**src/rtl/turbo_pkg.sv**
```systemverilog
// Shared constants and types for the rate-1/3 PCCC turbo encoder:
// RSC generator taps, legal block-size bounds, FSM encoding and tail layout.
package turbo_pkg;

   localparam int K_MIN = 40;
   localparam int K_MAX = 2560;

   // Taps over the RSC state vector {r1, r2, r3}
   localparam logic [2:0] FB_TAPS  = 3'b011;
   localparam logic [2:0] OUT_TAPS = 3'b101;

   typedef enum logic [1:0] {
      IDLE = 2'd0,
      ENC  = 2'd1,
      TERM = 2'd2,
      TAIL = 2'd3
   } state_t;

   // Index i of each field holds the bit produced in termination step i
   typedef struct packed {
      logic [2:0] x1;
      logic [2:0] z1;
      logic [2:0] x2;
      logic [2:0] z2;
   } tail_t;

   function automatic logic tap_xor(input logic [2:0] st, input logic [2:0] taps);
      return ^(st & taps);
   endfunction

endpackage

```
**src/rtl/turbo_pccc_encoder_rsc.sv**
```systemverilog
// 8-state recursive systematic convolutional encoder (g0 = 13, g1 = 15 octal).
// In termination mode the input is replaced by the feedback so the state drains to zero.
module rsc_encoder
   import turbo_pkg::*;
(
   input  logic clk,
   input  logic rst_n,
   input  logic clr,
   input  logic en,
   input  logic term,
   input  logic x,
   output logic z,
   output logic x_eff
);

   logic [2:0] st;
   logic       fb;
   logic       a;

   always_comb begin
      fb    = tap_xor(st, FB_TAPS);
      x_eff = term ? fb : x;
      a     = x_eff ^ fb;
      z     = a ^ tap_xor(st, OUT_TAPS);
   end

   always_ff @(posedge clk or negedge rst_n) begin
      if (!rst_n) begin
         st <= '0;
      end else if (clr) begin
         st <= '0;
      end else if (en) begin
         st <= {a, st[2:1]};
      end
   end

endmodule

```
**src/rtl/turbo_pccc_encoder.sv**
```systemverilog
// LTE/NB-IoT rate-1/3 PCCC turbo encoder: latches a K-bit block and its interleaved copy,
// streams K systematic/parity triples, terminates both trellises and emits 4 tail triples.
module turbo_pccc_encoder
   import turbo_pkg::*;
#(
   parameter int K     = 40,
   parameter int CNT_W = 12
) (
   input  logic         clk,
   input  logic         rst_n,
   input  logic         in_valid,
   output logic         in_ready,
   input  logic [K-1:0] in_data,
   input  logic [K-1:0] intl_data,
   output logic         out_valid,
   input  logic         out_ready,
   output logic         d0,
   output logic         d1,
   output logic         d2,
   output logic         out_last,
   output logic         busy
);

   if ((K % 8) != 0 || K < K_MIN || K > K_MAX) begin : g_bad_k
      $error("turbo_pccc_encoder: illegal block size K=%0d", K);
   end
   if ((64'd1 << CNT_W) <= 64'(K + 4)) begin : g_bad_cnt
      $error("turbo_pccc_encoder: CNT_W=%0d too small for K=%0d", CNT_W, K);
   end

   state_t           state;
   state_t           state_nxt;
   logic [CNT_W-1:0] k;
   logic [CNT_W-1:0] k_nxt;
   logic [K-1:0]     sys_sr;
   logic [K-1:0]     intl_sr;
   tail_t            tail;

   logic rsc_clr;
   logic rsc_en;
   logic rsc_term;
   logic z1;
   logic z2;
   logic xe1;
   logic xe2;

   rsc_encoder u_rsc1 (
      .clk   (clk),
      .rst_n (rst_n),
      .clr   (rsc_clr),
      .en    (rsc_en),
      .term  (rsc_term),
      .x     (sys_sr[K-1]),
      .z     (z1),
      .x_eff (xe1)
   );

   rsc_encoder u_rsc2 (
      .clk   (clk),
      .rst_n (rst_n),
      .clr   (rsc_clr),
      .en    (rsc_en),
      .term  (rsc_term),
      .x     (intl_sr[K-1]),
      .z     (z2),
      .x_eff (xe2)
   );

   always_comb begin
      state_nxt = state;
      k_nxt     = k;
      in_ready  = 1'b0;
      out_valid = 1'b0;
      d0        = 1'b0;
      d1        = 1'b0;
      d2        = 1'b0;
      out_last  = 1'b0;
      rsc_clr   = 1'b0;
      rsc_en    = 1'b0;
      rsc_term  = 1'b0;
      case (state)
         IDLE: begin
            in_ready = 1'b1;
            if (in_valid) begin
               state_nxt = ENC;
               k_nxt     = '0;
               rsc_clr   = 1'b1;
            end
         end
         ENC: begin
            out_valid = 1'b1;
            d0        = sys_sr[K-1];
            d1        = z1;
            d2        = z2;
            if (out_ready) begin
               rsc_en = 1'b1;
               if (k == CNT_W'(K - 1)) begin
                  state_nxt = TERM;
                  k_nxt     = '0;
               end else begin
                  k_nxt = k + CNT_W'(1);
               end
            end
         end
         TERM: begin
            rsc_en   = 1'b1;
            rsc_term = 1'b1;
            if (k == CNT_W'(2)) begin
               state_nxt = TAIL;
               k_nxt     = '0;
            end else begin
               k_nxt = k + CNT_W'(1);
            end
         end
         TAIL: begin
            out_valid = 1'b1;
            // Tail bit multiplexing of the three streams, encoder 1 first
            case (k[1:0])
               2'd0:    begin d0 = tail.x1[0]; d1 = tail.z1[0]; d2 = tail.x1[1]; end
               2'd1:    begin d0 = tail.z1[1]; d1 = tail.x1[2]; d2 = tail.z1[2]; end
               2'd2:    begin d0 = tail.x2[0]; d1 = tail.z2[0]; d2 = tail.x2[1]; end
               default: begin d0 = tail.z2[1]; d1 = tail.x2[2]; d2 = tail.z2[2]; end
            endcase
            out_last = (k[1:0] == 2'd3);
            if (out_ready) begin
               if (k[1:0] == 2'd3) begin
                  state_nxt = IDLE;
                  k_nxt     = '0;
               end else begin
                  k_nxt = k + CNT_W'(1);
               end
            end
         end
         default: state_nxt = IDLE;
      endcase
   end

   always_ff @(posedge clk or negedge rst_n) begin
      if (!rst_n) begin
         state <= IDLE;
         k     <= '0;
      end else begin
         state <= state_nxt;
         k     <= k_nxt;
      end
   end

   // Block data and tail bits carry no reset; out_valid gates them until written
   always_ff @(posedge clk) begin
      if (in_valid && in_ready) begin
         sys_sr  <= in_data;
         intl_sr <= intl_data;
      end else if (state == ENC && out_ready) begin
         sys_sr  <= sys_sr << 1;
         intl_sr <= intl_sr << 1;
      end
      if (state == TERM) begin
         tail.x1[k[1:0]] <= xe1;
         tail.z1[k[1:0]] <= z1;
         tail.x2[k[1:0]] <= xe2;
         tail.z2[k[1:0]] <= z2;
      end
   end

   assign busy = (state != IDLE);

endmodule
```
**config.mk**
```make
export PLATFORM = sky130hd
export DESIGN_NAME = turbo_pccc_encoder
export DESIGN_NICKNAME = d
export VERILOG_FILES = /design/src/rtl/turbo_pkg.sv /design/src/rtl/turbo_pccc_encoder_rsc.sv /design/src/rtl/turbo_pccc_encoder.sv
export SDC_FILE = /design/constraint.sdc
export NUM_CORES = 1
export LEC_CHECK = 0
export ABC_AREA = 1
export CAP_MARGIN = 20
export CELL_PAD_IN_SITES_DETAIL_PLACEMENT = 0
export CELL_PAD_IN_SITES_GLOBAL_PLACEMENT = 1
export CORE_MARGIN = 3
export CORE_UTILIZATION = 35
export CTS_CLUSTER_DIAMETER = 150
export CTS_CLUSTER_SIZE = 25
export DETAILED_ROUTE_END_ITERATION = 7
export PLACE_DENSITY_LB_ADDON = 0.1
export SLEW_MARGIN = 0
export SYNTH_ARGS = -nofsm -noshare
export SYNTH_HDL_FRONTEND = slang
export SYNTH_HIERARCHICAL = 1
export SYNTH_SLANG_ARGS = --single-unit
```
**constraint.sdc**
```tcl
create_clock -name clk -period 4.75 [get_ports clk]
set_input_delay 1.1875 -clock clk [delete_from_list [all_inputs] [get_ports clk]]
set_output_delay 1.1875 -clock clk [all_outputs]
set_load 0.03 [all_outputs]
```
# Word-level counts from Yosys, hierarchy flattened

Index checks and enable logic that the tools add are counted.

$lt $le $gt $ge: 2
Eq/ne operators: 14
Shifts and indexed selects: 0
$mul: 0
Bitwise gates (word level): 4
Muxes and demuxes: 44
Reductions and logical operators: 15
Div/mod/pow operators: 0
$add $sub $neg: 1

Operator list:

| kind                    | number |
|---|---|
| $mux W40                | 4 |
| $mux W12                | 6 |
| $pmux W12 S4            | 1 |
| $add A12 B1 Y12 const B | 1 |
| $bwmux W3               | 4 |
| $eq A12 B2 Y1 const B   | 1 |
| $eq A12 B6 Y1 const B   | 1 |
| $mux W2                 | 6 |
| $mux W3                 | 4 |
| $ne A2 B2 Y1 const B    | 6 |
| $reduce_xor A3 Y1       | 4 |
| $mux W1                 | 10 |
| $pmux W1 S3             | 3 |
| $eq A2 B2 Y1 const B    | 4 |
| $pmux W1 S2             | 4 |
| $pmux W2 S4             | 1 |
| $reduce_and A6 Y1       | 1 |
| $reduce_bool A2 Y1      | 3 |
| $eq A2 B1 Y1 const B    | 2 |
| $logic_not A2 Y1        | 2 |
| $xor A1 B1 Y1           | 4 |
| $logic_and A1 B1 Y1     | 3 |
| $lt A2 B3 Y1 const B    | 1 |
| $reduce_and A3 Y1       | 1 |
| 3 further kinds         | 3 |

RAM bits: 0
Input bits: 84
Memories kept: 0
Latch bits: 0
Register bits after elaboration: 112
Output and inout port bits: 7
Bits in read-only memories: 0

# Longest topological paths before layout

Gate-level depths: netlist of the first run.

Depth in word-level cells: 6
Gate-level depth with buffers: 11
Depth with buffers taken out: 11

# Hierarchy

Netlist of the first run, hierarchy kept.

Modules (own cells, without submodules):

| module             | seq. area each (um^2) | times used | cells each | area each (um^2) |
|---|---|---|---|---|
| turbo_pccc_encoder | 3,113.0               | 1          | 542        | 4,959.8 |
| rsc_encoder        | 75.1                  | 2          | 31         | 210.2 |

# Worst setup path after synthesis of the first run

No wires, ideal clock.

Path kind: input port to flip-flop
From: in in_valid
To: reg intl_sr[0], enable pin
Slack: 982 ps
Required time: 3,955 ps
Data arrival time: 2,973 ps
Stages on the path: 3
Buffers on the path: 1
Cells stage by stage: nand2_2 clkbuf_1 nand2_1

Longest elaborated chain between the ends: 2

RTL lines:

| what                         | RTL line                  | RTL |
|---|---|---|
| start: declaration           | turbo_pccc_encoder.sv:11  | `input logic in_valid,` |
| $logic_and A1 B1 Y1          | turbo_pccc_encoder.sv:150 | `if (in_valid && in_ready) begin` |
| $reduce_bool A2 Y1 (no line) | -                         |  |
| end signal: assignment       | turbo_pccc_encoder.sv:152 | `intl_sr <= intl_data;` |
| end signal: assignment       | turbo_pccc_encoder.sv:155 | `intl_sr <= intl_sr << 1;` |
| end: declaration             | turbo_pccc_encoder.sv:36  | `logic [K-1:0] intl_sr;` |

No other way between the ends.
A chain may end at the register's enable or synchronous reset.

# Worst setup path in the final report of the first run

From: reg state[0]
To: out d2

Longest elaborated chain between the ends: 6
Elaborated cells between the ends (all ways): 8
Classes of those cells: 3 x eq/ne; 3 x mux; 2 x bitwise

RTL lines:

| what                     | RTL line                     | RTL |
|---|---|---|
| start: declaration       | turbo_pccc_encoder.sv:31     | `state_t state;` |
| start signal: assignment | turbo_pccc_encoder.sv:143    | `state <= state_nxt;` |
| $eq A2 B2 Y1             | turbo_pccc_encoder.sv:81     | `case (state)` |
| $mux W1                  | turbo_pccc_encoder.sv:81     |  |
| net rsc_term             | turbo_pccc_encoder.sv:41     | `logic rsc_term;` |
| $mux W1                  | turbo_pccc_encoder_rsc.sv:22 | `x_eff = term ? fb : x;` |
| $xor A1 B1 Y1            | turbo_pccc_encoder_rsc.sv:23 | `a = x_eff ^ fb;` |
| $xor A1 B1 Y1            | turbo_pccc_encoder_rsc.sv:24 | `z = a ^ tap_xor(st, OUT_TAPS);` |
| net z2                   | turbo_pccc_encoder.sv:43     | `logic z2;` |
| $pmux W1 S2              | turbo_pccc_encoder.sv:81     |  |
| end: declaration         | turbo_pccc_encoder.sv:19     | `output logic d2,` |

The timed path passes the listed nets, and every way through them passes these cells.

==> flow_metrics.env, run 1 <==
export IMPL_start_util=0.3633
export IMPL_ys_seq_elements=112
export IMPL_reg2reg_slack_ns=2.54
export IMPL_post_cts_setup_buffers=0
export IMPL_final_cell_mix="nand2_1, edfxtp_1, clkdlybuf4s50_1"
export IMPL_p_leak_nw=2.982
export IMPL_startpoint="state[0]"
export IMPL_yosys_area_top_type="edfxtp_1"
export IMPL_die_height_um=130.0
export IMPL_worstPathRequired_ns=3.56
export IMPL_grt_max_degree=81
export IMPL_drt_wirelength_per_cell_um=13.21
export IMPL_outcome="finished, final reports clean"
export IMPL_grt_pass1_vias=4051
export IMPL_diodes=0
export IMPL_r2r_end="intl_sr[9]"
export IMPL_setup_ws_ns=0.8841
export IMPL_finalHoldViolCount=0
export IMPL_cts_sinks=112
export IMPL_place_hpwl_um=8217
export IMPL_layout_commonest_cell="nand2_1"
export IMPL_crit_type="flip-flop to primary output"
export IMPL_drtPass1Iterations=4
export IMPL_synthAdderAreaFrac=0.02093
export IMPL_dieArea_sq_um=16900
export IMPL_coreArea_sq_um=14810
export IMPL_rsz0062_at_grt="false"
export IMPL_fmax_mhz=258.7
export IMPL_grt_ovfl_total=0
export IMPL_synth_xor_area_share=0.006512
export IMPL_cpLargestDelayFamily="buffers and inverters"
export IMPL_drt_initial_drc_count=302
export IMPL_synth_compound_area_share=0.02140
export IMPL_synth_top_family_by_area="simple AND/OR/NAND/NOR gates"
export IMPL_path_buf_inv=3
export IMPL_finalSetupTns_ns=0
export IMPL_syn_nets=697
export IMPL_crit_path_end="d2"
export IMPL_setup_viol=0
export IMPL_clock_latency_ns=0.35
export IMPL_drc=0
export IMPL_ios=91
export IMPL_maxCapViolations=0
export IMPL_vias=4063
export IMPL_antenna_found_initial=0
export IMPL_fin_crit_ns=3.866
export IMPL_synthesis_area_sq_um=5380
export IMPL_synth_area_top_cells="edfxtp_1, nand2_1, dfrtp_1, nand3_1, inv_1"
export IMPL_post_synth_num_cell_types=28
export IMPL_h_tree_depth=3
export IMPL_startpoint_type="flip-flop"
export IMPL_cts_buffers=9
export IMPL_yosys_area_share_simple=0.2972
export IMPL_nNetsFinal=787
export IMPL_synthMuxAreaShare=0
export IMPL_synth_top_area_frac=0.5135
export IMPL_worst_ir_drop_vdd_mv=0.2264
export IMPL_critPathMaxStageDelay_ns=0.60
export IMPL_drt_total_wl_um=11650
export IMPL_p_per_area_nw_per_um2=597.6
export IMPL_multi_input_area_sq_um=1869
export IMPL_grt_usage=0.1469
export IMPL_yosysSeqAreaShare=0.6065
export IMPL_syn_avg_cell_area_sq_um=8.908
export IMPL_r2r_start="state[1]"
export IMPL_fillCellCount=1465
export IMPL_drtAntennaViolNets=0
export IMPL_slew_headroom=0.4719
export IMPL_post_cts_resize_count=0
export IMPL_path_cells="inv_1 > ha_1 > inv_1 > nand2_1 > nand3_1 > nand3_1 > nand2_1 > nand2_1 > nand3_1 > clkdlybuf4s50_1"
export IMPL_fin_crit_sh=0.8139
export IMPL_path_clk_slew_ns=0.07
export IMPL_ctsLongestPathBuffers=2
export IMPL_drv_slew=0
export IMPL_worstMarginPinSlew_ns=0.7921
export IMPL_viasPerCell=4.607
export IMPL_r2r_cells=5
export IMPL_crit_arrival_ns=2.68
export IMPL_crit_slowest_cell="clkdlybuf4s50_1"
export IMPL_finalClockSkew_ns=0.006231
export IMPL_syn2layout_area_growth_pct=26.12
export IMPL_synth_cells=604
export IMPL_fp_dieW_um=130.0
export IMPL_cts_tree="done"
export IMPL_drive_above_1_share=0.05874
export IMPL_hold_class="flip-flop to flip-flop"
export IMPL_dp_worst_setup_slack_ns=1.262
export IMPL_portBuffers=90
export IMPL_cp_end_kind="primary output"
export IMPL_cp_num_cells=10
export IMPL_fp_row_count=44
export IMPL_postCtsHoldBufs=0
export IMPL_regArea_sq_um=3263
export IMPL_worst_path_max_fanout=13
export IMPL_gp_congestion=0.8435
export IMPL_clockRootBuffer="clkbuf_16"
export IMPL_yosysWarningCount=6
export IMPL_grt_pass1_wl_um=19640
[per-stage QoR]
stage	total power [mW]	hold slack (ns)	utilization	cell area (sq um)	instances
detailed placement	3.351	0.5032	0.4371	6474	866
floorplan	2.881	0.4742	-	5380	604
global placement	3.306	0.4886	0.4371	6474	866
finish	4.055	0.5196	0.4582	6785	882
global route	4.402	0.5455	0.4582	6785	882
CTS	4.122	0.5204	0.4563	6758	881
[final cells by class]
type	instances	area share
inverters	48	0.02655
well taps	184	0.03393
clock inverters	5	0.008114
repair buffers	95	0.1413
multi-input cells	428	0.2755
flip-flops and latches	112	0.4809
clock buffers	10	0.03375
[power breakdown]
part | internal (mW) | switching [mW] | leakage [nW]
clock network | 0.407 | 0.347 | 0.138
registers | 1.66 | 0.132 | 1.14
logic | 0.508 | 1.00 | 1.70
[logic make-up (layout without fill, tap and decap cells)]
group                    count (synthesis)  count (layout)
AND/OR/NAND/NOR                        397             397
adder cells (fa/ha/maj)                  9               9
AO/OA/AOI/OAI                           18              18
buffers and inverters                   64             158
XOR/XNOR                                 4               4
flip-flops                             112             112
[per-layer routing]
layer,wire [um],part of all wire,GRT usage,vias to the layer above
met5,0,0,0,-
met4,167,0.014,0.04768,0
met3,596,0.051,0.03357,10
met2,5367,0.46,0.2247,83
met1,5522,0.47,0.2079,1867
li1,-,-,-,2103
[worst reg2reg max path: stages (launching register included)]
cell,delay (ns)
dfrtp_1,0.42
inv_1,0.09
ha_1,0.32
nand2_1,0.17
nand2_4,0.43
buf_4,0.45
[how the worst min path moves through the flow]
stage / from / endpoint / slack [ns] / cells past startpoint
floorplan: u_rsc2/st[1] / u_rsc2/st[0] / 0.47 / 2
global placement: u_rsc2/st[1] / u_rsc2/st[0] / 0.49 / 2
detailed placement: sys_sr[2] / sys_sr[3] / 0.50 / 2
CTS: sys_sr[2] / sys_sr[3] / 0.52 / 2
global route: intl_sr[0] / intl_sr[1] / 0.55 / 2
finish: sys_sr[15] / sys_sr[16] / 0.52 / 2
[Yosys cell counts (all sizes together)]
library cell	instances
nor2	28
a2bb2oi	1
nand2	326
nor3	2
buf	8
nand3	38
nand3b	1
nand4	2
xnor2	2
o21ai	12
xor2	2
inv	48
a21oi	2
dfrtp	20
a21boi	2
o22ai	1
ha	9
clkbuf	8
edfxtp	92
[flip-flops by register name (all words and copies together), names as in the netlist]
register,flops
intl_sr,40
k,12
state,2
sys_sr,40
tail,12
u_rsc1/st,3
u_rsc2/st,3
Power figures use the tool's default switching activity.
==> run 2: changes to the inputs <==
clock period = 3.4 ns   (was 4.75 ns; I/O delays follow)
==> run 2 against run 1 <==
Effect of this change:
- clock-buffer cell count down 1
- wire length up 2.2%
- die area unchanged
- combinational power up 42%
- non-clock buffer count unchanged
- highest routed layer unchanged
- critical path type unchanged
- cell count unchanged
- via count down 0.98%
- clock skew up 0.0029 ns
- largest cell class unchanged
==> flow_metrics.env, run 2 (synthesized netlist as in run 1, its figures left out) <==
export IMPL_outcome="finished, final reports clean"
export IMPL_grt_pass1_vias=4019
export IMPL_cp_end_kind="primary output"
export IMPL_drv_slew=0
export IMPL_fin_area_sq_um=6794
export IMPL_clockRootBuffer="clkbuf_16"
export IMPL_drt_wirelength_per_cell_um=13.51
export IMPL_worst_path_max_fanout=5
export IMPL_die_height_um=130.0
export IMPL_clock_latency_ns=0.35
export IMPL_cts_sinks=112
export IMPL_worstPathRequired_ns=2.55
export IMPL_rsz0062_at_grt="false"
export IMPL_reg2reg_slack_ns=1.20
export IMPL_diodes=0
export IMPL_syn2layout_area_growth_pct=26.28
export IMPL_place_hpwl_um=8237
export IMPL_finalClockSkew_ns=0.009122
export IMPL_h_tree_depth=3
export IMPL_grt_max_degree=81
export IMPL_holdPathStages=2
export IMPL_drtPass1Iterations=4
export IMPL_setup_viol=0
export IMPL_viasPerCell=4.561
export IMPL_crit_path_end="d0"
export IMPL_fp_row_count=44
export IMPL_grt_pass1_wl_um=19620
export IMPL_portBuffers=90
export IMPL_maxCapViolations=0
export IMPL_post_cts_setup_buffers=0
export IMPL_crit_arrival_ns=2.32
export IMPL_drtAntennaViolNets=0
export IMPL_coreArea_sq_um=14810
export IMPL_drt_initial_drc_count=242
export IMPL_fmax_mhz=315.8
export IMPL_drc=0
export IMPL_slew_headroom=0.6682
export IMPL_gp_congestion=0.8414
export IMPL_path_clk_slew_ns=0.08
export IMPL_total_power_mw=5.634
export IMPL_worst_ir_drop_vdd_mv=0.3406
export IMPL_r2r_cells=6
export IMPL_antenna_found_initial=0
export IMPL_fin_crit_ns=3.167
export IMPL_r2r_start="state[0]"
export IMPL_drive_above_1_share=0.06304
export IMPL_fp_dieW_um=130.0
export IMPL_ctsLongestPathBuffers=2
export IMPL_cts_tree="done"
export IMPL_finalSetupTns_ns=0
export IMPL_p_leak_nw=3.005
export IMPL_layout_commonest_cell="nand2_1"
export IMPL_setup_ws_ns=0.2332
export IMPL_dieArea_sq_um=16900
export IMPL_r2r_end="intl_sr[14]"
export IMPL_vias=4023
export IMPL_nNetsFinal=787
export IMPL_p_per_area_nw_per_um2=829.3
export IMPL_ios=91
export IMPL_final_cell_mix="nand2_1, edfxtp_1, clkdlybuf4s50_1"
export IMPL_crit_type="flip-flop to primary output"
export IMPL_worstMarginPinSlew_ns=0.4969
export IMPL_drt_total_wl_um=11910
export IMPL_cts_buffers=9
export IMPL_place_area_sq_um=6506
export IMPL_dp_worst_setup_slack_ns=0.2422
export IMPL_hold_class="flip-flop to flip-flop"
export IMPL_reg_top3="intl_sr: 40 flops, sys_sr: 40 flops"
export IMPL_startpoint_type="flip-flop"
export IMPL_finalHoldViolCount=0
export IMPL_start_util=0.3633
export IMPL_fin_crit_sh=0.9314
export IMPL_startpoint="state[1]"
export IMPL_postCtsHoldBufs=0
export IMPL_grt_ovfl_total=0
export IMPL_grt_usage=0.1478
==> run 2: worst min-delay path by stage <==
stage            startpoint            to  slack (ns)
2_1_floorplan  u_rsc2/st[1]  u_rsc2/st[0]        0.47
3_3_place_gp   u_rsc1/st[1]  u_rsc1/st[0]        0.50
3_5_place_dp    intl_sr[10]   intl_sr[11]        0.50
4_1_cts         intl_sr[10]   intl_sr[11]        0.52
5_1_grt          sys_sr[36]    sys_sr[37]        0.55
6_report         sys_sr[19]    sys_sr[20]        0.52
==> run 2: routing by layer <==
metal,vias to the layer above,GRT usage,part of all wire
met2,83,0.2345,0.48
met4,0,0.05196,0.015
met5,-,0,0
li1,2098,-,-
met3,14,0.04421,0.053
met1,1828,0.1937,0.45
==> run 2: power by group <==
group | internal, mW | total [mW] | switching, mW
clock | 0.498 | 0.995 | 0.497
combinational | 0.733 | 2.14 | 1.41
sequential | 2.32 | 2.50 | 0.182
==> run 2: stage by stage <==
step | hold WS [ns] | std cells | utilization
after global placement | 0.4951 | 867 | 0.4393
after detailed placement | 0.5033 | 867 | 0.4393
after CTS | 0.5209 | 882 | 0.4578
after floorplan | 0.4742 | 604 | -
final | 0.5196 | 882 | 0.4588
after global routing | 0.5454 | 882 | 0.4588
==> run 2: repair_timing <==
item                       CTS  global route
pin swaps                    0             0
gates cloned                 0             0
setup endpoints to repair    2             2
gates resized for setup      1             3
==> run 2: layout make-up <==
class | count | area (sq um)
fillers | 1469 | 8015
flip-flops and latches | 112 | 3263
multi-input cells | 428 | 1882
repair buffers | 95 | 968.4
well taps | 184 | 230.2
clock buffers | 9 | 225.2
inverters | 48 | 180.2
clock inverters | 6 | 45.04
==> run 2: critical path, cell delays in order, from the launching register on <==
cell,delay [ns]
dfrtp_1,0.43
ha_1,0.27
inv_1,0.09
nor2_1,0.34
nand2_1,0.10
nand3_1,0.08
clkdlybuf4s50_1,0.66
==> run 3: changes to the inputs <==
CAP_MARGIN = unset   (was 20)
==> results of run 3 <==
The final DEF is identical to that of run 2; final timing and power are the same.
